### src/rtl/alu_cmd_issuer_if.sv
// Bundle of the command, ALU and response signals around alu_cmd_issuer.
// master: the issuer itself (accepts commands, drives the ALU, returns results).
// slave:  its surroundings (command source, ALU outputs, result consumer).
interface alu_cmd_issuer_if #(
  parameter int OP_DATA_WIDTH   = 16,
  parameter int Arith_OUT_WIDTH = 2 * OP_DATA_WIDTH,
  parameter int CMP_OUT_WIDTH   = 2
);

  // command handshake
  logic                       CMD_VALID;
  logic                       CMD_READY;
  logic [3:0]                 CMD_FUN;
  logic [OP_DATA_WIDTH-1:0]   CMD_A;
  logic [OP_DATA_WIDTH-1:0]   CMD_B;

  // ALU inputs (driven by the issuer)
  logic [OP_DATA_WIDTH-1:0]   ALU_A;
  logic [OP_DATA_WIDTH-1:0]   ALU_B;
  logic [3:0]                 ALU_FUN;

  // ALU outputs (observed by the issuer)
  logic [Arith_OUT_WIDTH-1:0] Arith_OUT;
  logic                       Carry_OUT;
  logic                       Arith_Flag;
  logic                       Logic_Flag;
  logic                       CMP_Flag;
  logic                       Shift_Flag;
  logic [OP_DATA_WIDTH-1:0]   Logic_OUT;
  logic [CMP_OUT_WIDTH-1:0]   CMP_OUT;
  logic [OP_DATA_WIDTH-1:0]   Shift_OUT;

  // result handshake
  logic                       RES_VALID;
  logic                       RES_READY;
  logic [Arith_OUT_WIDTH-1:0] RES_DATA;
  logic                       RES_CARRY;
  logic [1:0]                 RES_UNIT;
  logic                       RES_ERR;
  logic [7:0]                 ERR_CNT;

  modport master (
    input  CMD_VALID, CMD_FUN, CMD_A, CMD_B,
    output CMD_READY,
    output ALU_A, ALU_B, ALU_FUN,
    input  Arith_OUT, Carry_OUT, Arith_Flag, Logic_Flag, CMP_Flag, Shift_Flag,
    input  Logic_OUT, CMP_OUT, Shift_OUT,
    output RES_VALID, RES_DATA, RES_CARRY, RES_UNIT, RES_ERR, ERR_CNT,
    input  RES_READY
  );

  modport slave (
    output CMD_VALID, CMD_FUN, CMD_A, CMD_B,
    input  CMD_READY,
    input  ALU_A, ALU_B, ALU_FUN,
    output Arith_OUT, Carry_OUT, Arith_Flag, Logic_Flag, CMP_Flag, Shift_Flag,
    output Logic_OUT, CMP_OUT, Shift_OUT,
    input  RES_VALID, RES_DATA, RES_CARRY, RES_UNIT, RES_ERR, ERR_CNT,
    output RES_READY
  );

endinterface

### src/rtl/alu_cmd_issuer.sv
// alu_cmd_issuer: command front-end that initiates operations on ALU_TOP.
// One {opcode, A, B} command is accepted in IDLE and registered onto the ALU
// inputs. The block then waits out the ALU's registered latency and watches the
// unit flags. A matching flag captures the unit's result, zero-extended to the
// arithmetic width. If no match arrives within TIMEOUT extra cycles, an error
// response is produced instead. The response is held in RESP until the
// consumer accepts it.
// Optional build macro DIV_ZERO_CHECK_EN: when it is defined, a divide
// (4'b0011) with B==0 is never sent to the ALU and is answered at once with
// an error response.
module alu_cmd_issuer #(
  parameter int OP_DATA_WIDTH   = 16,
  parameter int Arith_OUT_WIDTH = 2 * OP_DATA_WIDTH,
  parameter int CMP_OUT_WIDTH   = 2,
  parameter int ALU_LATENCY     = 1,
  parameter int TIMEOUT         = 4
) (
  input logic              CLK,
  input logic              RST,
  alu_cmd_issuer_if.master bus
);

  typedef enum logic [1:0] {
    ST_IDLE = 2'd0,
    ST_WAIT = 2'd1,
    ST_RESP = 2'd2
  } state_t;

  // Counter compare points. ALU_LATENCY and TIMEOUT are each at most 15,
  // so their sum always fits in five bits.
  localparam logic [4:0] LAT_C   = 5'(ALU_LATENCY);
  localparam logic [4:0] LIMIT_C = 5'(ALU_LATENCY + TIMEOUT);

  localparam logic [3:0] FUN_DIV = 4'b0011;

  state_t                     state_q, state_d;
  logic [4:0]                 cnt_q, cnt_d;
  logic [OP_DATA_WIDTH-1:0]   alu_a_q, alu_a_d;
  logic [OP_DATA_WIDTH-1:0]   alu_b_q, alu_b_d;
  logic [3:0]                 alu_fun_q, alu_fun_d;
  logic [1:0]                 unit_q, unit_d;
  logic [Arith_OUT_WIDTH-1:0] res_data_q, res_data_d;
  logic                       res_carry_q, res_carry_d;
  logic                       res_err_q, res_err_d;
  logic [7:0]                 err_cnt_q, err_cnt_d;

  logic [3:0]                 flags;
  logic [3:0]                 exp_flags;
  logic [Arith_OUT_WIDTH-1:0] sel_data;
  logic                       sel_carry;
  logic                       reject_cmd;
  logic [7:0]                 err_cnt_inc;

  // Flag vector as the ALU presents it, and the one that the issued opcode's
  // unit should raise ({Arith, Logic, CMP, Shift}, one-hot by unit class).
  always_comb begin
    flags     = {bus.Arith_Flag, bus.Logic_Flag, bus.CMP_Flag, bus.Shift_Flag};
    exp_flags = 4'b1000 >> alu_fun_q[3:2];
  end

  // Pick the issued unit's output and normalise it to the arithmetic width;
  // only the arithmetic unit passes its carry through.
  always_comb begin
    sel_data  = '0;
    sel_carry = 1'b0;
    case (alu_fun_q[3:2])
      2'b00: begin
        sel_data  = bus.Arith_OUT;
        sel_carry = bus.Carry_OUT;
      end
      2'b01: sel_data[OP_DATA_WIDTH-1:0] = bus.Logic_OUT;
      2'b10: sel_data[CMP_OUT_WIDTH-1:0] = bus.CMP_OUT;
      default: sel_data[OP_DATA_WIDTH-1:0] = bus.Shift_OUT;
    endcase
  end

  // Decide whether an incoming command is refused without reaching the ALU.
  always_comb begin
    reject_cmd = 1'b0;
`ifdef DIV_ZERO_CHECK_EN
    if ((bus.CMD_FUN == FUN_DIV) && (bus.CMD_B == '0)) begin
      reject_cmd = 1'b1;
    end
`else
    if (bus.CMD_FUN == FUN_DIV) begin
      reject_cmd = 1'b0;
    end
`endif
  end

  // Error count steps by one per errored response and sticks at 8'hFF.
  always_comb begin
    err_cnt_inc = err_cnt_q;
    if (err_cnt_q != 8'hFF) begin
      err_cnt_inc = err_cnt_q + 8'd1;
    end
  end

  // Next-state logic: accept, wait for the flag or time out, then hold the
  // response until the consumer takes it.
  always_comb begin
    state_d     = state_q;
    cnt_d       = cnt_q;
    alu_a_d     = alu_a_q;
    alu_b_d     = alu_b_q;
    alu_fun_d   = alu_fun_q;
    unit_d      = unit_q;
    res_data_d  = res_data_q;
    res_carry_d = res_carry_q;
    res_err_d   = res_err_q;
    err_cnt_d   = err_cnt_q;

    case (state_q)
      ST_IDLE: begin
        if (bus.CMD_VALID) begin
          if (reject_cmd) begin
            unit_d      = 2'b00;
            res_data_d  = '0;
            res_carry_d = 1'b0;
            res_err_d   = 1'b1;
            err_cnt_d   = err_cnt_inc;
            state_d     = ST_RESP;
          end else begin
            alu_a_d   = bus.CMD_A;
            alu_b_d   = bus.CMD_B;
            alu_fun_d = bus.CMD_FUN;
            unit_d    = bus.CMD_FUN[3:2];
            // cnt holds 1 during the first WAIT cycle
            cnt_d     = 5'd1;
            state_d   = ST_WAIT;
          end
        end
      end

      ST_WAIT: begin
        cnt_d = cnt_q + 5'd1;
        if ((cnt_q > LAT_C) && (flags == exp_flags)) begin
          res_data_d  = sel_data;
          res_carry_d = sel_carry;
          res_err_d   = 1'b0;
          state_d     = ST_RESP;
        end else if (cnt_q == LIMIT_C) begin
          res_data_d  = '0;
          res_carry_d = 1'b0;
          res_err_d   = 1'b1;
          err_cnt_d   = err_cnt_inc;
          state_d     = ST_RESP;
        end
      end

      ST_RESP: begin
        if (bus.RES_READY) begin
          state_d = ST_IDLE;
        end
      end

      default: begin
        state_d = ST_IDLE;
      end
    endcase
  end

  // State and datapath registers; reset aborts any operation in flight.
  always_ff @(posedge CLK) begin
    if (RST) begin
      state_q     <= ST_IDLE;
      cnt_q       <= '0;
      alu_a_q     <= '0;
      alu_b_q     <= '0;
      alu_fun_q   <= 4'b0000;
      unit_q      <= 2'b00;
      res_data_q  <= '0;
      res_carry_q <= 1'b0;
      res_err_q   <= 1'b0;
      err_cnt_q   <= 8'h00;
    end else begin
      state_q     <= state_d;
      cnt_q       <= cnt_d;
      alu_a_q     <= alu_a_d;
      alu_b_q     <= alu_b_d;
      alu_fun_q   <= alu_fun_d;
      unit_q      <= unit_d;
      res_data_q  <= res_data_d;
      res_carry_q <= res_carry_d;
      res_err_q   <= res_err_d;
      err_cnt_q   <= err_cnt_d;
    end
  end

  // Handshake outputs follow the state directly; everything else is a register.
  always_comb begin
    bus.CMD_READY = (state_q == ST_IDLE);
    bus.RES_VALID = (state_q == ST_RESP);
    bus.ALU_A     = alu_a_q;
    bus.ALU_B     = alu_b_q;
    bus.ALU_FUN   = alu_fun_q;
    bus.RES_DATA  = res_data_q;
    bus.RES_CARRY = res_carry_q;
    bus.RES_UNIT  = unit_q;
    bus.RES_ERR   = res_err_q;
    bus.ERR_CNT   = err_cnt_q;
  end

endmodule

### src/flat_wrapper.sv
// flat-port wrapper written by rule: the top's interface ports become plain ports
module alu_cmd_issuer_flat 
#(
  parameter int OP_DATA_WIDTH   = 16,
  parameter int Arith_OUT_WIDTH = 2 * OP_DATA_WIDTH,
  parameter int CMP_OUT_WIDTH   = 2,
  parameter int ALU_LATENCY     = 1,
  parameter int TIMEOUT         = 4
)
  (CLK, RST, bus_CMD_VALID, bus_CMD_FUN, bus_CMD_A, bus_CMD_B, bus_CMD_READY, bus_ALU_A, bus_ALU_B, bus_ALU_FUN, bus_Arith_OUT, bus_Carry_OUT, bus_Arith_Flag, bus_Logic_Flag, bus_CMP_Flag, bus_Shift_Flag, bus_Logic_OUT, bus_CMP_OUT, bus_Shift_OUT, bus_RES_VALID, bus_RES_DATA, bus_RES_CARRY, bus_RES_UNIT, bus_RES_ERR, bus_ERR_CNT, bus_RES_READY);
  alu_cmd_issuer_if #(.OP_DATA_WIDTH(OP_DATA_WIDTH), .Arith_OUT_WIDTH(Arith_OUT_WIDTH), .CMP_OUT_WIDTH(CMP_OUT_WIDTH)) bus_i ();
  input logic CLK;
  input logic RST;
  input wire logic [$bits(bus_i.CMD_VALID)-1:0] bus_CMD_VALID;
  input wire logic [$bits(bus_i.CMD_FUN)-1:0] bus_CMD_FUN;
  input wire logic [$bits(bus_i.CMD_A)-1:0] bus_CMD_A;
  input wire logic [$bits(bus_i.CMD_B)-1:0] bus_CMD_B;
  output wire logic [$bits(bus_i.CMD_READY)-1:0] bus_CMD_READY;
  output wire logic [$bits(bus_i.ALU_A)-1:0] bus_ALU_A;
  output wire logic [$bits(bus_i.ALU_B)-1:0] bus_ALU_B;
  output wire logic [$bits(bus_i.ALU_FUN)-1:0] bus_ALU_FUN;
  input wire logic [$bits(bus_i.Arith_OUT)-1:0] bus_Arith_OUT;
  input wire logic [$bits(bus_i.Carry_OUT)-1:0] bus_Carry_OUT;
  input wire logic [$bits(bus_i.Arith_Flag)-1:0] bus_Arith_Flag;
  input wire logic [$bits(bus_i.Logic_Flag)-1:0] bus_Logic_Flag;
  input wire logic [$bits(bus_i.CMP_Flag)-1:0] bus_CMP_Flag;
  input wire logic [$bits(bus_i.Shift_Flag)-1:0] bus_Shift_Flag;
  input wire logic [$bits(bus_i.Logic_OUT)-1:0] bus_Logic_OUT;
  input wire logic [$bits(bus_i.CMP_OUT)-1:0] bus_CMP_OUT;
  input wire logic [$bits(bus_i.Shift_OUT)-1:0] bus_Shift_OUT;
  output wire logic [$bits(bus_i.RES_VALID)-1:0] bus_RES_VALID;
  output wire logic [$bits(bus_i.RES_DATA)-1:0] bus_RES_DATA;
  output wire logic [$bits(bus_i.RES_CARRY)-1:0] bus_RES_CARRY;
  output wire logic [$bits(bus_i.RES_UNIT)-1:0] bus_RES_UNIT;
  output wire logic [$bits(bus_i.RES_ERR)-1:0] bus_RES_ERR;
  output wire logic [$bits(bus_i.ERR_CNT)-1:0] bus_ERR_CNT;
  input wire logic [$bits(bus_i.RES_READY)-1:0] bus_RES_READY;
  assign bus_i.CMD_VALID = bus_CMD_VALID;
  assign bus_i.CMD_FUN = bus_CMD_FUN;
  assign bus_i.CMD_A = bus_CMD_A;
  assign bus_i.CMD_B = bus_CMD_B;
  assign bus_CMD_READY = bus_i.CMD_READY;
  assign bus_ALU_A = bus_i.ALU_A;
  assign bus_ALU_B = bus_i.ALU_B;
  assign bus_ALU_FUN = bus_i.ALU_FUN;
  assign bus_i.Arith_OUT = bus_Arith_OUT;
  assign bus_i.Carry_OUT = bus_Carry_OUT;
  assign bus_i.Arith_Flag = bus_Arith_Flag;
  assign bus_i.Logic_Flag = bus_Logic_Flag;
  assign bus_i.CMP_Flag = bus_CMP_Flag;
  assign bus_i.Shift_Flag = bus_Shift_Flag;
  assign bus_i.Logic_OUT = bus_Logic_OUT;
  assign bus_i.CMP_OUT = bus_CMP_OUT;
  assign bus_i.Shift_OUT = bus_Shift_OUT;
  assign bus_RES_VALID = bus_i.RES_VALID;
  assign bus_RES_DATA = bus_i.RES_DATA;
  assign bus_RES_CARRY = bus_i.RES_CARRY;
  assign bus_RES_UNIT = bus_i.RES_UNIT;
  assign bus_RES_ERR = bus_i.RES_ERR;
  assign bus_ERR_CNT = bus_i.ERR_CNT;
  assign bus_i.RES_READY = bus_RES_READY;
  alu_cmd_issuer #(.OP_DATA_WIDTH(OP_DATA_WIDTH), .Arith_OUT_WIDTH(Arith_OUT_WIDTH), .CMP_OUT_WIDTH(CMP_OUT_WIDTH), .ALU_LATENCY(ALU_LATENCY), .TIMEOUT(TIMEOUT)) u_core (.CLK(CLK), .RST(RST), .bus(bus_i));
endmodule
### config.mk
export PLATFORM = sky130hd
export DESIGN_NAME = alu_cmd_issuer_flat
export DESIGN_NICKNAME = d
export VERILOG_FILES = /design/src/rtl/alu_cmd_issuer_if.sv /design/src/rtl/alu_cmd_issuer.sv /design/src/flat_wrapper.sv
export SDC_FILE = /design/constraint.sdc
export NUM_CORES = 1
export LEC_CHECK = 0
export CELL_PAD_IN_SITES_DETAIL_PLACEMENT = 1
export CELL_PAD_IN_SITES_GLOBAL_PLACEMENT = 1
export CORE_UTILIZATION = 28
export CTS_CLUSTER_SIZE = 24
export DETAILED_ROUTE_END_ITERATION = 12
export PLACE_DENSITY_LB_ADDON = 0.1
export SYNTH_ARGS = -nofsm -noshare
export SYNTH_HDL_FRONTEND = slang
export SYNTH_SLANG_ARGS = --single-unit
### constraint.sdc
create_clock -name CLK -period 2.55 [get_ports CLK]
set_input_delay 0.3825 -clock CLK [delete_from_list [all_inputs] [get_ports CLK]]
set_output_delay 0.3825 -clock CLK [all_outputs]
set_load 0.02 [all_outputs]
After elaboration in Yosys (flattened, before gate mapping):

Index checks and enable logic that the tools add are counted.

* register bits: 87
* bits of input ports: 111
* output and inout bits: 82
* word-level logic and storage cells: 52

* $add $sub $neg: 2
* order comparisons: 1
* eq/ne operators: 10
* shift operators: 1
* muxes and demuxes: 17
* bitwise operators: 1
* reductions and logical operators: 10

Operators with widths (count)
* $mux 32: 2
* $pmux 14 s3: 1
* $mux 16: 1
* $pmux 2 s3: 2
* $pmux 5 s2: 1
* $add 8x1->8 const B: 1
* $mux 2: 4
* $ne 8x8->1 const B: 1
* $reduce_and 2->1: 3
* $add 5x1->5 const B: 1
* $eq 5x3->1 const B: 1
* $gt 5x1->1 const B: 1
* $mux 1: 5
* $mux 5: 1
* $eq 2x1->1 const B: 2
* $eq 2x2->1 const B: 2
* $eq 4x4->1: 1
* $logic_not 2->1: 2
* $reduce_and 4->1: 1
* $reduce_bool 2->1: 2
* $shr 4x2->4 const A: 1
* $ne 3x1->1 const B: 1
* $reduce_and 3->1: 1
* $ne 2x1->1 const B: 1
* other kinds (3): 3

Logic depth before layout (Yosys ltp):

Gate-level depths: netlist (run 1).

* depth after elaboration: 5
* mapped depth: 9
* mapped depth without buffers: 7

Worst setup path before layout (run 1):

No wires, ideal clock.

* path kind: register to register
* from: register, netlist name u_core.bus.RES_UNIT[0]
* to: register u_core.err_cnt_q[5], in the netlist u_core.bus.ERR_CNT[5]
* library setup time: 121 ps
* arrival time: 1953 ps
* required time: 2429 ps
* path slack: 475 ps
* stages on the path, launching flop included: 8
* buffers on the path: 2
* clock period less this slack: 2075 ps
* cells stage by stage: dfxtp_1 buf_6 nor3b_1 a2111oi_4 and3_4 buf_6 nor4_2 mux2_4

RTL lines
* end signal: assignment: RTL line alu_cmd_issuer.sv:186 `err_cnt_q <= err_cnt_d;`
* end: declaration: RTL line alu_cmd_issuer.sv:45 `logic [7:0] err_cnt_q, err_cnt_d;`

Worst setup path in the final report (run 1):

* from: register u_core.cnt_q[1]
* to: register u_core.err_cnt_q[6], in the netlist u_core.bus.ERR_CNT[6]

* longest elaborated chain between the ends: 4
* elaborated cells on any way between the ends: 5
* classes of those cells: 1 x order compare; 1 x eq/ne; 1 x bitwise; 2 x reduce/logical

RTL lines
* start: declaration: RTL line alu_cmd_issuer.sv:37 `logic [4:0] cnt_q, cnt_d;`
* start signal: assignment: RTL line alu_cmd_issuer.sv:178 `cnt_q <= cnt_d;`
* $gt 5x1->1: RTL line alu_cmd_issuer.sv:137 `if ((cnt_q > LAT_C) && (flags == exp_flags)) begin`
* $logic_and 1x1->1: RTL line alu_cmd_issuer.sv:137
* $not 1->1 (no source line)
* $reduce_and 4->1 (no source line) *

Every way passes the cells marked *; elsewhere a longest branch is shown, timed or not.
A chain may end at the register's enable or synchronous reset.

==> impl_table.tex, run 1 <==
\begin{tabular}{lr}
\hline
Metric & Value \\
\hline
\multicolumn{2}{l}{\textbf{Floorplanning}} \\
\quad Initial core utilization & 0.287 \\
\quad Die Height & 118 microns \\
\quad Std-Cell Rows & 42 \\
\quad Horizontal die dimension & $\sim$120 microns \\
\quad Number of primary I/O pins & 193 \\
\quad Die area & 0.0140 sq mm \\
\quad Placeable Area & 0.0132 sq mm \\
\multicolumn{2}{l}{\textbf{Setup path}} \\
\quad Slowest stage delay, CP & 0.47 ns \\
\quad Crit Path Class & reg -> reg \\
\quad Crit. path cell count & 8 \\
\quad Launch instance of the worst register-to-register path & u\_core.cnt\_q[1]\$\_SDFFE\_PP0P\_ \\
\quad Critical-path cell with the highest stage delay & nor4bb\_1 \\
\quad Arrival @ worst endpoint & 2.46 ns \\
\quad Highest net fanout along the worst path & 13 \\
\quad Worst Setup Start Kind & register \\
\quad Data required time at the worst endpoint & 2.74 ns \\
\quad Crit-path leading delay family & compound AO/OA/AOI/OAI gates \\
\quad Worst flop-to-flop path endpoint & u\_core.bus.ERR\_CNT[6]\$\_SDFFE\_PP0P\_ \\
\quad Reg2Reg Setup Slack & about 0.28 ns \\
\quad CP cell instances & inv\_1 > ha\_1 > nor4bb\_1 > o211ai\_1 > buf\_4 > a311oi\_1 > xnor2\_1 > nor2\_1 \\
\quad Logic depth of the worst register-to-register path & 8 \\
\quad Buf/Inv on CP & 2 \\
\quad Worst setup path startpoint & u\_core.cnt\_q[1]\$\_SDFFE\_PP0P\_ \\
\quad Setup crit end kind & register \\
\quad Endpoint of the most critical setup path & u\_core.bus.ERR\_CNT[6]\$\_SDFFE\_PP0P\_ \\
\multicolumn{2}{l}{\textbf{Timing}} \\
\quad Number of slew-limit violations in the final report & 0 \\
\quad Highest achievable clock rate & 440 MHz \\
\quad Setup repair after global routing missed its margin & no \\
\quad Final setup violating endpoints & 0 \\
\quad Slew at the pin with the worst max-slew slack & 0.842 ns \\
\quad Fin. Hold Viols & 0 \\
\quad Worst Skew & 0.00910 ns \\
\quad Fin Hold WS & around 0.45 ns \\
\quad Sum of negative setup slack & 0 ns \\
\quad Period Utilization, post-route & 0.891 \\
\quad Tightest slew margin relative to the limit & 0.439 \\
\quad Smallest setup slack after layout & 0.277 ns \\
\quad Crit path time final & 2.27 ns \\
\multicolumn{2}{l}{\textbf{Synthesis}} \\
\quad Cell Area, Synth & $\sim$0.0038 sq mm \\
\quad Post-synth EDFFs & 0 \\
\quad Average size of a mapped cell & 8.59 sq um \\
\quad Post-synthesis async set-or-reset flop share & 0 \\
\quad Primary flip-flop cell chosen by synthesis mapping & dfxtp\_1 \\
\quad Sequential-to-total area share from yosys stat & 0.449 \\
\quad Yosys top cell area share & 0.449 \\
\quad Most numerous cell in the Yosys netlist & nand2\_1 \\
\quad Top cells by area in the synthesized netlist & dfxtp\_1, nand2\_1, a21oi\_1 \\
\quad Flip-flop and latch count after synthesis & 85 \\
\quad Count of different cell masters after synthesis & slightly below 50 \\
\quad Yosys warns & 0 \\
\quad Cell taking the most area after synthesis & dfxtp\_1 \\
\quad Number of cells produced by synthesis & 441 \\
\quad Number of nets produced by synthesis & 555 \\
\quad Synth cell count leaders & nand2\_1, dfxtp\_1, a21oi\_1, o21ai\_0, clkbuf\_1 \\
\multicolumn{2}{l}{\textbf{Drt}} \\
\quad Via count normalized by instance count & approximately 4.8 \\
\quad Vias & $\sim$3900 \\
\quad First drt pass iteration count & 4 \\
\quad Detailed-route wire length per cell & 15.5 microns \\
\quad Wirelength, routed & 12500 microns \\
\quad Antenna Nets Post-Route & 0 \\
\quad Drt initial violations & 154 \\
\quad Number of design rule violations left after detail routing & 0 \\
\multicolumn{2}{l}{\textbf{Placement}} \\
\quad Final HPWL DP & 9330 microns \\
\quad RePlAce Congestion & 0.742 \\
\quad Setup slack at placement & 0.0424 ns \\
\quad Port Buf Inserts & approximately 190 \\
\multicolumn{2}{l}{\textbf{Finish}} \\
\quad Synth-to-layout area growth & 63.2\% \\
\quad Net total in the final layout & 740 \\
\quad Share of post-route cells with drive strength above 1 & 0.0761 \\
\quad Number of diodes added for antenna fixing & 0 \\
\quad Final core area utilization & 0.468 \\
\multicolumn{2}{l}{\textbf{Hold path}} \\
\quad Path category of the worst min-delay check & reg -> reg \\
\multicolumn{2}{l}{\textbf{Clocking}} \\
\quad TritonCTS buffer count & 9 \\
\quad Clock sink total & 85 \\
\quad TritonCTS clock tree & done \\
\quad Post-CTS clock slew at the launch and capture registers of the worst setup and hold paths & 0.06 ns \\
\quad Total of cells resized after clock tree synthesis & 0 \\
\quad Hold-fix buffer count after cts & 0 \\
\quad Root Buffer Master & clkbuf\_16 \\
\quad Buffer levels on the longest clock path & 2 \\
\quad Post-CTS setup buffer count & 0 \\
\quad Number of levels the H-tree was split into & 3 \\
\quad Skew-Pair Late Insertion Delay & between 0.3 and 0.4 ns \\
\multicolumn{2}{l}{\textbf{Global routing}} \\
\quad Initial antenna violation count & 0 \\
\quad Overall overflow remaining after global route & 0 \\
\quad Vias in the first global route & 4062 \\
\quad GRT Total Usage & 0.184 \\
\quad Wire length of the first global-routing pass & between 20000 and 25000 microns \\
\quad Pin count of the biggest net entering global routing & 41 \\
\multicolumn{2}{l}{\textbf{Power}} \\
\quad Leak pwr & 2.13 nW \\
\quad Power density of the placed cells & 536 mW/mm\^{}2 \\
\quad Total power & around 3.3 mW \\
\quad VDD IR max & 0.000290 V \\
\multicolumn{2}{l}{\textbf{Status}} \\
\quad Run status & finished, final reports clean \\
\multicolumn{2}{l}{\textbf{Job}} \\
\quad Number of maximum-capacitance violations & 0 \\
\hline
\end{tabular}
[per-stage QoR]
stage | cells | cell area, sq um
floorplan | 441 | 3790
global placement | 791 | 5870
detailed placement | 791 | 5870
CTS | 807 | 6180
global route | 807 | 6180
finish | 807 | 6180
[per-layer routing]
metal	track usage	wire, microns
met1	0.208	5170
met2	0.325	6320
met3	0.0584	875
met4	0.0601	125
met5	0	0
[registers in the layout (all words and copies together) (netlist names), 2 cells and up]
| register | count |
|---|---|
| u_core.bus.ALU_A | 16 |
| u_core.cnt_q | 5 |
| u_core.state_q | 2 |
| u_core.bus.RES_DATA | 32 |
| u_core.bus.ALU_B | 16 |
| u_core.bus.ERR_CNT | 8 |
| u_core.bus.ALU_FUN | 3 |
[cell families after synthesis]
group | count (synthesis) | share of synthesized area
flip-flops | 85 | 0.449
adder cells (fa/ha/maj) | 3 | 0.00992
buffers and inverters | 37 | 0.0516
AND/OR/NAND/NOR | 181 | 0.238
AO/OA/AOI/OAI | 115 | 0.192
multiplexers | 17 | 0.0529
XOR/XNOR | 3 | 0.00694
[where the power goes]
group	internal (mW)	total (mW)	switching, mW
Clock	0.791	1.35	0.556
Combinational	0.305	0.567	0.262
Sequential	1.37	1.40	0.0285
[cell usage in the layout (no fill, tap or decap), drive strengths merged, types with 14 or more instances in the layout]
cell             n
buf             18
a22o            14
mux2i           14
dfxtp           85
nor2            15
nand2b          18
a21oi           46
o21ai           35
clkdlybuf4s50  191
nand2           89
nand4           18
[tightest hold or removal path: cells and delay by family (launching register included)]
kind,cells,cell delay [ns]
flip-flops,1,0.31
AND/OR/NAND/NOR,1,0.05
AO/OA/AOI/OAI,1,0.05
[layout make-up]
| type | count | area [sq um] |
|---|---|---|
| fillers | 1547 | 7010 |
| repair buffers | 209 | 2040 |
| well taps | 176 | 220 |
| multi-input cells | 319 | 1900 |
| clock buffers | 10 | 239 |
| inverters | 2 | 7.51 |
| clock inverters | 6 | 67.6 |
| flip-flops and latches | 85 | 1700 |
[worst min-delay path by stage]
stage | startpoint | endpoint | cells past startpoint
2_1_floorplan | u_core.state_q[1]$_SDFFE_PP0P_ | u_core.state_q[0]$_SDFFE_PP0P_ | 1
3_3_place_gp | u_core.bus.ALU_A[11]$_SDFFE_PP0P_ | u_core.bus.ALU_A[11]$_SDFFE_PP0P_ | 2
3_5_place_dp | u_core.bus.ALU_B[1]$_SDFFE_PP0P_ | u_core.bus.ALU_B[1]$_SDFFE_PP0P_ | 2
4_1_cts | u_core.bus.ALU_B[1]$_SDFFE_PP0P_ | u_core.bus.ALU_B[1]$_SDFFE_PP0P_ | 2
5_1_grt | u_core.bus.ALU_A[13]$_SDFFE_PP0P_ | u_core.bus.ALU_A[13]$_SDFFE_PP0P_ | 2
6_report | u_core.bus.ALU_A[13]$_SDFFE_PP0P_ | u_core.bus.ALU_A[13]$_SDFFE_PP0P_ | 2
No activity file was read; power rests on OpenSTA's default activity.
==> inputs of run 2 (changes only) <==
RECOVER_POWER = 100   (was default)
==> run 2 against run 1 <==
Against the previous run:
- combinational power decreased by 3%
- sequential share of layout area grew 0.11 points
- sequential power about the same
- cell count stayed put
- critical endpoint is now bus_RES_UNIT[1]
==> impl_table.tex, run 2 (synthesis results as in run 1) <==
\begin{tabular}{lr}
\hline
Metric & Value \\
\hline
\multicolumn{2}{l}{\textbf{Global routing}} \\
\quad Met3 usage & 0.0584 (unchanged) \\
\quad Overall overflow remaining after global route & 0 (unchanged) \\
\quad GR Util met2 & 0.325 (unchanged) \\
\quad Met1 routing resource usage after global routing & 0.208 (unchanged) \\
\quad Pin count of the biggest net entering global routing & 41 (unchanged) \\
\quad GRT Total Usage & 0.184 (unchanged) \\
\quad Initial antenna violation count & 0 (unchanged) \\
\quad Highest-utilization routing layer at the global route stage & met2 \\
\quad Wire length of the first global-routing pass & 20400 microns (unchanged) \\
\quad Vias in the first global route & 4062 (unchanged) \\
\multicolumn{2}{l}{\textbf{Floorplanning}} \\
\quad Initial core utilization & 0.287 (unchanged) \\
\quad Die area & 0.0140 sq mm (unchanged) \\
\quad Placeable Area & 0.0132 sq mm (unchanged) \\
\quad Horizontal die dimension & 118 microns (unchanged) \\
\quad Number of primary I/O pins & 193 (unchanged) \\
\quad Std-Cell Rows & 42 (unchanged) \\
\quad Die Height & 118 microns (unchanged) \\
\multicolumn{2}{l}{\textbf{Setup path}} \\
\quad Critical-path cell with the highest stage delay & clkdlybuf4s50\_1 \\
\quad CP cell instances & clkbuf\_2 > clkdlybuf4s50\_1 \\
\quad Setup crit end kind & output port \\
\quad Data required time at the worst endpoint & 2.17 ns (-0.57 ns) \\
\quad Launch instance of the worst register-to-register path & u\_core.cnt\_q[1]\$\_SDFFE\_PP0P\_ \\
\quad Worst Setup Start Kind & register \\
\quad Logic depth of the worst register-to-register path & 8 (unchanged) \\
\quad Worst flop-to-flop path endpoint & u\_core.bus.ERR\_CNT[6]\$\_SDFFE\_PP0P\_ \\
\quad Reg2Reg Setup Slack & 0.23 ns (-0.05 ns) \\
\quad Highest net fanout along the worst path & 20 (+7) \\
\quad Crit Path Class & reg -> out \\
\quad Slowest stage delay, CP & 0.70 ns (+0.23 ns) \\
\quad Arrival @ worst endpoint & 1.99 ns (-0.47 ns) \\
\multicolumn{2}{l}{\textbf{Clocking}} \\
\quad Skew-Pair Late Insertion Delay & 0.34 ns (about the same) \\
\quad Post-CTS clock slew at the launch and capture registers of the worst setup and hold paths & 0.07 ns (about the same) \\
\quad Hold-fix buffer count after cts & 0 (unchanged) \\
\quad Post-CTS setup buffer count & 0 (unchanged) \\
\quad Buffer levels on the longest clock path & 2 (unchanged) \\
\quad TritonCTS clock tree & done \\
\quad Number of levels the H-tree was split into & 3 (unchanged) \\
\quad Total of cells resized after clock tree synthesis & 0 (unchanged) \\
\quad Clock sink total & 85 (unchanged) \\
\quad Root Buffer Master & clkbuf\_16 \\
\quad TritonCTS buffer count & 9 (unchanged) \\
\multicolumn{2}{l}{\textbf{Placement}} \\
\quad DP Area & 0.00587 sq mm (unchanged) \\
\quad Cell count after placement & 791 (unchanged) \\
\quad Port Buf Inserts & 192 (unchanged) \\
\quad Setup slack at placement & 0.0424 ns (unchanged) \\
\quad Final HPWL DP & 9330 microns (unchanged) \\
\quad RePlAce Congestion & 0.742 (unchanged) \\
\multicolumn{2}{l}{\textbf{Finish}} \\
\quad Commonest non-fill, non-tap cell in the layout & clkdlybuf4s50\_1 \\
\quad Highest-count cells in the layout ignoring fill and taps & clkdlybuf4s50\_1, nand2\_1, dfxtp\_1 \\
\quad Number of diodes added for antenna fixing & 0 (unchanged) \\
\quad Final core area utilization & 0.467 (-0.00180) \\
\quad Post-route non-filler standard cell count & 807 (unchanged) \\
\quad Synth-to-layout area growth & 62.5\% \\
\quad Net total in the final layout & 740 (unchanged) \\
\quad Post-layout instance area & 0.00615 sq mm (-0.38\%) \\
\quad Share of post-route cells with drive strength above 1 & 0.0729 (-0.00317) \\
\quad Max FFs per register & 32 (unchanged) \\
\multicolumn{2}{l}{\textbf{Timing}} \\
\quad Period Utilization, post-route & 0.929 (+0.0375) \\
\quad Number of slew-limit violations in the final report & 0 (unchanged) \\
\quad Fin. Hold Viols & 0 (unchanged) \\
\quad Tightest slew margin relative to the limit & 0.442 (+0.00313) \\
\quad Setup repair after global routing missed its margin & no \\
\quad Highest achievable clock rate & 422 MHz (-4.0\%) \\
\quad Worst Skew & 0.00894 ns (-0.000167 ns) \\
\quad Slew at the pin with the worst max-slew slack & 0.837 ns (-0.00469 ns) \\
\quad Final setup violating endpoints & 0 (unchanged) \\
\quad Crit path time final & 2.37 ns (+0.0956 ns) \\
\quad Fin Hold WS & 0.450 ns (-0.00406 ns) \\
\quad Sum of negative setup slack & 0 ns (unchanged) \\
\quad Smallest setup slack after layout & 0.182 ns (-0.0956 ns) \\
\multicolumn{2}{l}{\textbf{Drt}} \\
\quad Antenna Nets Post-Route & 0 (unchanged) \\
\quad First drt pass iteration count & 4 (unchanged) \\
\quad Vias & 3871 (+0.026\%) \\
\quad Number of design rule violations left after detail routing & 0 (unchanged) \\
\quad Via count normalized by instance count & 4.80 (about the same) \\
\quad Drt initial violations & 150 (-2.6\%) \\
\quad Wirelength, routed & 12500 microns (-0.14\%) \\
\quad Detailed-route wire length per cell & 15.4 microns (-0.14\%) \\
\multicolumn{2}{l}{\textbf{Power}} \\
\quad VDD IR max & 0.000289 V (about the same) \\
\quad Total power & 3.29 mW (-0.61\%) \\
\quad Power density of the placed cells & 535 mW/mm\^{}2 (-0.22\%) \\
\quad Leak pwr & 2.37 nW (+11\%) \\
\multicolumn{2}{l}{\textbf{Job}} \\
\quad Number of maximum-capacitance violations & 0 (unchanged) \\
\multicolumn{2}{l}{\textbf{Hold path}} \\
\quad Hold-critical path depth & 2 (unchanged) \\
\quad Min-delay src & u\_core.bus.ALU\_A[11]\$\_SDFFE\_PP0P\_ \\
\quad Capture endpoint of the worst hold path & u\_core.bus.ALU\_A[11]\$\_SDFFE\_PP0P\_ \\
\quad Path category of the worst min-delay check & reg -> reg \\
\multicolumn{2}{l}{\textbf{Status}} \\
\quad Run status & finished, final reports clean \\
\hline
\end{tabular}
## run 2: critical path, delay by kind of cell (launching register included)
family,cells,cell delay [ns]
buffers and inverters,2,1.14
DFF,1,0.51
## run 2: layout make-up
class / count / area [sq um]
Sequential cell: 85 / 1700
Fill cell: 1547 / 7040
Inverter: 2 / 7.51
Multi-Input combinational cell: 319 / 1890
Timing Repair Buffer: 209 / 2030
Clock inverter: 6 / 67.6
Tap cell: 176 / 220
Clock buffer: 10 / 239
## run 2: power breakdown
group	switching (mW)	leakage, nW	total [mW]	internal (mW)
Combinational	0.261	1.54	0.550	0.289
Clock	0.555	0.145	1.35	0.791
Sequential	0.0270	0.691	1.40	1.37
Total	0.843	2.37	3.29	2.45
## run 2: how the worst max path moves through the flow
| stage | slack (ns) | from | cells after the start | endpoint |
|---|---|---|---|---|
| floorplan | 0.48 | u_core.bus.RES_UNIT[0]$_SDFFE_PP0P_ | 7 | u_core.bus.ERR_CNT[5]$_SDFFE_PP0P_ |
| global placement | 0.1 | bus_Shift_Flag | 6 | u_core.bus.RES_DATA[11]$_SDFFE_PP0P_ |
| global route | 0.08 | u_core.cnt_q[1]$_SDFFE_PP0P_ | 8 | u_core.bus.RES_DATA[1]$_SDFFE_PP0P_ |
| CTS | 0.26 | u_core.cnt_q[1]$_SDFFE_PP0P_ | 7 | u_core.bus.RES_DATA[21]$_SDFFE_PP0P_ |
| finish | 0.18 | u_core.bus.ALU_FUN[3]$_SDFFE_PP0P_ | 2 | bus_RES_UNIT[1] |
| detailed placement | 0.04 | bus_Shift_Flag | 6 | u_core.bus.RES_DATA[12]$_SDFFE_PP0P_ |
## run 2: metal layers
layer | wire [microns] | part of all wire
met5 | 0 | 0
met2 | 6290 | 0.50
met3 | 866 | 0.069
met1 | 5190 | 0.42
met4 | 125 | 0.010
==> inputs of run 3 (changes only) <==
CORE_UTILIZATION = 30   (was 28)
clock period = 3 ns   (was 2.55 ns; I/O delays follow)
==> run 3 against run 2 <==
Against the previous run:
- core utilization rose by 3.0 points
- die area fell by 6.6%
- via count rose by 0.13%
- non-clock buffer count fell by 11
- flip-flop and latch count did not move
- critical endpoint is now u_core.bus.RES_DATA[15]$_SDFFE_PP0P_
- largest cell class unchanged
==> impl_table.tex, run 3 (synthesis results as in run 1) <==
\begin{tabular}{lr}
\hline
Metric & Value \\
\hline
\multicolumn{2}{l}{\textbf{Timing}} \\
\quad Setup repair after global routing missed its margin & no \\
\quad Tightest slew margin relative to the limit & 0.323 (-0.119) \\
\quad Period Utilization, post-route & 0.831 \\
\quad Smallest setup slack after layout & 0.508 ns (+0.326 ns) \\
\quad Final setup violating endpoints & 0 (unchanged) \\
\quad Sum of negative setup slack & 0 ns (unchanged) \\
\quad Crit path time final & 2.49 ns \\
\quad Worst Skew & 0.00492 ns (-0.00402 ns) \\
\quad Fin Hold WS & 0.450 ns (-0.000712 ns) \\
\quad Slew at the pin with the worst max-slew slack & 1.02 ns (+0.179 ns) \\
\quad Highest achievable clock rate & 401 MHz \\
\quad Number of slew-limit violations in the final report & 0 (unchanged) \\
\quad Fin. Hold Viols & 0 (unchanged) \\
\multicolumn{2}{l}{\textbf{Setup path}} \\
\quad Launch instance of the worst register-to-register path & u\_core.bus.ALU\_FUN[3]\$\_SDFFE\_PP0P\_ \\
\quad Endpoint of the most critical setup path & u\_core.bus.RES\_DATA[15]\$\_SDFFE\_PP0P\_ \\
\quad Reg2Reg Setup Slack & 0.51 ns (+0.28 ns) \\
\quad Arrival @ worst endpoint & 2.78 ns (+0.79 ns) \\
\quad Crit Path Class & reg -> reg \\
\quad Worst flop-to-flop path endpoint & u\_core.bus.RES\_DATA[15]\$\_SDFFE\_PP0P\_ \\
\quad Worst setup path startpoint & u\_core.bus.ALU\_FUN[3]\$\_SDFFE\_PP0P\_ \\
\quad Data required time at the worst endpoint & 3.28 ns (+1.11 ns) \\
\quad Logic depth of the worst register-to-register path & 5 (-3) \\
\quad Setup crit end kind & register \\
\quad Worst Setup Start Kind & register \\
\quad Highest net fanout along the worst path & 19 (-5.0\%) \\
\multicolumn{2}{l}{\textbf{Global routing}} \\
\quad GRT Total Usage & 0.189 (+0.00560) \\
\quad Overall overflow remaining after global route & 0 (unchanged) \\
\quad Wire length of the first global-routing pass & 19300 microns (-5.4\%) \\
\quad Vias in the first global route & 3837 (-5.5\%) \\
\quad Initial antenna violation count & 0 (unchanged) \\
\quad Pin count of the biggest net entering global routing & 40 (-2.4\%) \\
\multicolumn{2}{l}{\textbf{Finish}} \\
\quad Share of post-route cells with drive strength above 1 & 0.0502 (-0.0227) \\
\quad Number of diodes added for antenna fixing & 0 (unchanged) \\
\quad Synth-to-layout area growth & 59.4\% \\
\quad Max FFs per register & 32 (unchanged) \\
\quad Highest-count cells in the layout ignoring fill and taps & clkdlybuf4s50\_1, nand2\_1, dfxtp\_1 \\
\quad Commonest non-fill, non-tap cell in the layout & clkdlybuf4s50\_1 \\
\quad Net total in the final layout & 729 (-1.5\%) \\
\multicolumn{2}{l}{\textbf{Clocking}} \\
\quad Buffer levels on the longest clock path & 2 (unchanged) \\
\quad TritonCTS clock tree & done \\
\quad Root Buffer Master & clkbuf\_16 \\
\quad Clock sink total & 85 (unchanged) \\
\quad Post-CTS clock slew at the launch and capture registers of the worst setup and hold paths & 0.06 ns (about the same) \\
\quad Hold-fix buffer count after cts & 0 (unchanged) \\
\quad Post-CTS setup buffer count & 0 (unchanged) \\
\quad Total of cells resized after clock tree synthesis & 0 (unchanged) \\
\quad TritonCTS buffer count & 9 (unchanged) \\
\quad Number of levels the H-tree was split into & 3 (unchanged) \\
\quad Skew-Pair Late Insertion Delay & 0.34 ns (about the same) \\
\multicolumn{2}{l}{\textbf{Status}} \\
\quad Run status & finished, final reports clean \\
\multicolumn{2}{l}{\textbf{Drt}} \\
\quad Antenna Nets Post-Route & 0 (unchanged) \\
\quad Detailed-route wire length per cell & 15.5 microns (about the same) \\
\quad Drt initial violations & 119 (-21\%) \\
\quad Vias & 3876 (+0.13\%) \\
\quad First drt pass iteration count & 4 (unchanged) \\
\quad Wirelength, routed & 12100 microns (-2.6\%) \\
\quad Via count normalized by instance count & 4.94 (+2.9\%) \\
\quad Number of design rule violations left after detail routing & 0 (unchanged) \\
\multicolumn{2}{l}{\textbf{Hold path}} \\
\quad Hold-critical path depth & 2 (unchanged) \\
\quad Path category of the worst min-delay check & reg -> reg \\
\multicolumn{2}{l}{\textbf{Placement}} \\
\quad Setup slack at placement & 0.292 ns (+0.249 ns) \\
\quad Final HPWL DP & 8980 microns (-3.7\%) \\
\quad Port Buf Inserts & 192 (unchanged) \\
\quad RePlAce Congestion & 0.728 (-1.8\%) \\
\multicolumn{2}{l}{\textbf{Floorplanning}} \\
\quad Std-Cell Rows & 40 (-4.8\%) \\
\quad Die Height & 114 microns (-3.3\%) \\
\quad Placeable Area & 0.0122 sq mm (-7.8\%) \\
\quad Horizontal die dimension & 114 microns (-3.3\%) \\
\quad Die area & 0.0131 sq mm (-6.6\%) \\
\quad Initial core utilization & 0.311 (+0.0243) \\
\quad Number of primary I/O pins & 193 (unchanged) \\
\multicolumn{2}{l}{\textbf{Job}} \\
\quad Number of maximum-capacitance violations & 0 (unchanged) \\
\multicolumn{2}{l}{\textbf{Power}} \\
\quad Power density of the placed cells & 447 mW/mm\^{}2 (-16\%) \\
\quad VDD IR max & 0.000238 V (-18\%) \\
\quad Leak pwr & 2.32 nW (-2.4\%) \\
\hline
\end{tabular}
## run 3: critical path, stage by stage, from the launching register on
cell and delay, ns:
dfxtp_1 0.71, nor3b_1 0.18, a2111oi_4 0.44, nand3_1 0.34, nor3_4 0.53, a22o_1 0.23
## run 3: power breakdown
group	internal [mW]	total [mW]	leakage, nW	switching (mW)
registers	1.17	1.20	0.691	0.0303
logic	0.237	0.446	1.49	0.210
clock network	0.628	1.06	0.134	0.428
## run 3: through the flow
| stage | std cells | utilization | power, mW | instance area [sq um] |
|---|---|---|---|---|
| 6_report | 785 | 0.496 | 2.70 | 6030 |
| 5_1_grt | 785 | 0.496 | 2.82 | 6030 |
| 4_1_cts | 785 | 0.497 | 2.75 | 6050 |
| 3_5_place_dp | 772 | 0.475 | 1.69 | 5780 |
| 3_3_place_gp | 772 | 0.475 | 1.68 | 5780 |
| 2_1_floorplan | 441 | - | 1.43 | 3790 |
## run 3: layout make-up
cell class	instances	area [sq um]
tap	168	210
clock inverter	3	40.0
sequential	85	1700
multi-input combinational	319	1890
fill	1444	6130
timing repair buffer	198	1960
inverter	2	7.51
clock buffer	10	229
## run 3: how the worst min path moves through the flow
| stage | start | to | slack, ns |
|---|---|---|---|
| after global routing | u_core.bus.ALU_B[1]$_SDFFE_PP0P_ | u_core.bus.ALU_B[1]$_SDFFE_PP0P_ | 0.47 |
| after global placement | u_core.bus.ALU_A[14]$_SDFFE_PP0P_ | u_core.bus.ALU_A[14]$_SDFFE_PP0P_ | 0.44 |
| after detailed placement | u_core.bus.ALU_B[1]$_SDFFE_PP0P_ | u_core.bus.ALU_B[1]$_SDFFE_PP0P_ | 0.45 |
| final | u_core.bus.ALU_B[1]$_SDFFE_PP0P_ | u_core.bus.ALU_B[1]$_SDFFE_PP0P_ | 0.45 |
| after CTS | u_core.bus.ALU_B[1]$_SDFFE_PP0P_ | u_core.bus.ALU_B[1]$_SDFFE_PP0P_ | 0.46 |
| after floorplan | u_core.state_q[1]$_SDFFE_PP0P_ | u_core.state_q[0]$_SDFFE_PP0P_ | 0.45 |
## run 3: per-layer routing
| metal | vias up | track usage | share of wire |
|---|---|---|---|
| met2 | 113 | 0.324 | 0.50 |
| met3 | 15 | 0.0667 | 0.071 |
| met5 | - | 0 | 0 |
| met1 | 1849 | 0.220 | 0.42 |
| li1 | 1899 | - | - |
| met4 | 0 | 0.0623 | 0.016 |
==> RTL edit 1, RTL diff (flow settings as in run 2) <==
Build with the macro `DIV_ZERO_CHECK_EN` defined.
--- a/src/rtl/alu_cmd_issuer.sv
+++ b/src/rtl/alu_cmd_issuer.sv
@@ -8,6 +8,8 @@
 // Optional build macro DIV_ZERO_CHECK_EN: when it is defined, a divide
 // (4'b0011) with B==0 is never sent to the ALU and is answered at once with
 // an error response.
+`define DIV_ZERO_CHECK_EN
+
 module alu_cmd_issuer #(
   parameter int OP_DATA_WIDTH   = 16,
   parameter int Arith_OUT_WIDTH = 2 * OP_DATA_WIDTH,
Function: changed (Yosys sat finds a counterexample within 4 cycles, from zero or initial values and one cycle with RST high).
==> RTL edit 1 against run 2 <==
- power increased by 4.0%
- sequential power grew 4%
- worst hold slack gained 0.0023 ns
- design area fell by 0.35%
- combinational power grew 23%
- routed wire length increased by 2.2%
- sequential cell count up 2
- synthesized area shrank 6.4%
- setup slack worse by 0.038 ns
- via count down 2.6%
- utilization increased by 3.8 points
- die area is 6.3% lower
==> RTL edit 1: results (changes against run 2) <==
Buffers excl. clock -> 225 (was 209)
largest net degree at the start of global routing -> 56 (was 41)
Non-clk invs -> 6 (was 2)
post-synthesis compound-gate area fraction -> 0.2040 (was 0.1917)
sequential share of the synthesized area -> 0.4914 (was 0.4494)
Slew headroom -> 0.5887 (was 0.4417)
post-synthesis cell type count -> 43 (was 49)
Non-Clock Buffer Area Fraction -> 0.3550 (was 0.3298)
clk cell area share -> 0.04734 (was 0.04982)
Syn Inst Count -> 402 (was 441)
share of cells above drive strength 1 -> 0.09370 (was 0.07290)
WHS Endpoint -> u_core.bus.ALU_A[3] (was u_core.bus.ALU_A[11])
Inst Count DP -> 765 (was 791)
metal2 WL -> 6.042 mm (was 6.286 mm)
min-delay src -> u_core.bus.ALU_A[3] (was u_core.bus.ALU_A[11])
DR WL met3 -> 796 um (was 866 um)
crit-path max FO -> 11 (was 20)
Synth area leaders -> dfxtp_1 (49%), nand2_1 (9.8%), a22o_1 (8.2%) (was dfxtp_1 (45%), nand2_1 (8.8%), a21oi_1 (6.1%))
met2 Use GR -> 0.3386 (was 0.3254)
Reg2Reg Launch Point -> u_core.bus.ALU_FUN[2] (was u_core.cnt_q[1])
Hold WS -> 0.4527 ns (was 0.4504 ns)
P_leak -> 0.002486 uW (was 0.002375 uW)
DP HPWL -> 9.388 mm (was 9.330 mm)
status -> finished clean (unchanged)
CP delay by family, top -> simple AND/OR/NAND/NOR gates (was buffers and inverters)
register area -> 0.001742 mm2 (was 0.001702 mm2)
met1 GRT Util -> 0.2381 (was 0.2078)
arrival time worst endpoint -> 2.67 ns (was 1.99 ns)
number of nets in the layout -> 728 (was 740)
P_comb -> 674 uW (was 550 uW)
post-place setup slack -> -0.2292 ns (was 0.04235 ns)
clk_skew -> 0.004014 ns (was 0.008938 ns)
post-synthesis net count -> 516 (was 555)
Post-Synth Adder-Cell Area -> 0.01059 (was 0.009914)
Comb pwr share -> 0.197 (was 0.167)
GP Congestion -> 0.7447 (was 0.7416)
initial drt markers -> 121 (was 150)
Crit Reg-Reg Endpoint -> u_core.bus.ERR_CNT[7] (was u_core.bus.ERR_CNT[6])
Synth Register Bits -> 87 (was 85)
Non-Filler Instances -> 787 (was 807)
Sw Share -> 0.2641 (was 0.2560)
Area Overhead vs Synth -> 73.00% (was 62.52%)
==> RTL edit 1: worst max-delay path by stage <==
stage,from,to,depth (start not counted)
2_1_floorplan,u_core.bus.ALU_FUN[2],u_core.bus.RES_DATA[21],8
3_3_place_gp,bus_CMD_B[3],u_core.bus.RES_DATA[4],9
3_5_place_dp,bus_Shift_Flag,u_core.bus.RES_DATA[29],8
4_1_cts,u_core.bus.ALU_FUN[2],u_core.bus.RES_DATA[29],7
5_1_grt,bus_CMD_B[3],u_core.bus.ERR_CNT[7],9
6_report,bus_CMD_B[3],u_core.bus.ERR_CNT[7],9
==> RTL edit 1: what timing repair did <==
| item | 4_1_cts | 5_1_grt |
|---|---|---|
| resized for setup | 0 | 1 |
| setup buffers | 0 | 6 |
| endpoints found under the setup margin | 0 | 33 |
==> RTL edit 2, RTL diff (config.mk and constraints of run 2) <==
Made on the original files. Make the reset (`RST`) asynchronous in one clocked block.
--- a/src/rtl/alu_cmd_issuer.sv
+++ b/src/rtl/alu_cmd_issuer.sv
@@ -161,7 +161,7 @@
   end
 
   // State and datapath registers; reset aborts any operation in flight.
-  always_ff @(posedge CLK) begin
+  always_ff @(posedge CLK or posedge RST) begin
     if (RST) begin
       state_q     <= ST_IDLE;
       cnt_q       <= '0;
Function: differs if RST is asserted again (counterexample within 4 cycles, from zero or initial values and one cycle with RST high); with RST held inactive, the same outputs for 4 cycles.
==> RTL edit 2 against run 2 <==
- clock skew is 0.00063 ns higher
- critical path depth is 5 higher
- fmax is 6.5% higher
- setup slack better by 0.14 ns
- design area is 1.5% higher
- sequential cell count stayed put
- global-route usage is 2.3 points lower
- worst hold slack better by 0.041 ns
- routed wire length is 12% lower
- synthesized area is 0.26% lower
- critical endpoint is now u_core.bus.RES_DATA[23]
Power is not compared: it rests on default switching activity, and its combinational part moved more than twofold at a synthesized area within 25%.
==> RTL edit 2: results (changes against run 2) <==
status -> finished clean (unchanged)
GP Congestion -> 0.7282 (was 0.7416)
Inst Count DP -> 671 (was 791)
global-route usage over all layers -> 0.1606 (was 0.1839)
Slowest cell on crit path -> dfrtp_1 (was clkdlybuf4s50_1)
Async SR Flop Fraction -> 1.000 (was 0)
Fillers -> 1444 (was 1547)
post-place setup slack -> -0.01633 ns (was 0.04235 ns)
post-synthesis compound-gate area fraction -> 0.1146 (was 0.1917)
sequential share of the synthesized area -> 0.5633 (was 0.4494)
top post-synthesis cells by count -> dfrtp_1 (85), mux2_2 (37), o21ai_0 (21) (was nand2_1 (89), dfxtp_1 (85), a21oi_1 (46))
largest net degree at the start of global routing -> 34 (was 41)
main flop type after synthesis -> dfrtp_1 (was dfxtp_1)
arrival time worst endpoint -> 2.44 ns (was 1.99 ns)
post-synthesis cell type count -> 45 (was 49)
Int Pwr -> 4459 uW
worst-margin pin slew -> 1.117 ns (was 0.8375 ns)
final WL -> 10.95 mm (was 12.47 mm)
clk_skew -> 0.009572 ns (was 0.008938 ns)
share of cells above drive strength 1 -> 0.1487 (was 0.07290)
M1 WL -> 4.621 mm (was 5.189 mm)
first-pass GRT wire length -> 17.64 mm (was 20.36 mm)
met2 Use GR -> 0.2640 (was 0.3254)
Synth area leaders -> dfrtp_1 (56%), mux2_2 (11%), a22o_1 (3.9%) (was dfxtp_1 (45%), nand2_1 (8.8%), a21oi_1 (6.1%))
metal2 WL -> 5.232 mm (was 6.286 mm)
post-synthesis net count -> 424 (was 555)
CP delay by family, top -> simple AND/OR/NAND/NOR gates (was buffers and inverters)
met1 GRT Util -> 0.1927 (was 0.2078)
Post-Synth Adder-Cell Area -> 0.009940 (was 0.009914)
vias -> 3239 (was 3871)
vias in the first global route -> 3422 (was 4062)
CP max stage delay -> 0.45 ns (was 0.70 ns)
xor/xnor share of the synthesized area -> 0.01856 (was 0.006940)
syn_area_per_cell -> 12.18 um2 (was 8.585 um2)
Non-Filler Instances -> 687 (was 807)
DR WL met3 -> 880 um (was 866 um)
GR Util met3 -> 0.05019 (was 0.05840)
-- RTL edit 2: layout make-up --
type	instances	area, um2	share of cell area
clock buffer	9	225.2	0.03604
clock inverter	7	75.07	0.01201
sequential	85	2127	0.3404
multi-input combinational	197	1514	0.2423
timing repair buffer	207	2063	0.3302
tap	176	220.2	0.03524
inverter	6	23.77	0.003805
-- RTL edit 2: path summary, 6_finish.rpt --
kind,start,endpoint,slack [ns],depth (start not counted)
setup reg to reg,u_core.cnt_q[0],u_core.bus.RES_DATA[23],0.33,7
min in group asynchronous,RST,u_core.bus.ALU_A[5],0.71,2
hold reg to reg,u_core.bus.RES_DATA[1],u_core.bus.RES_DATA[1],0.49,1
hold / removal,u_core.bus.RES_DATA[1],u_core.bus.RES_DATA[1],0.49,1
max in group asynchronous,RST,u_core.bus.RES_DATA[8],0.49,3
setup / recovery,u_core.cnt_q[0],u_core.bus.RES_DATA[23],0.33,7
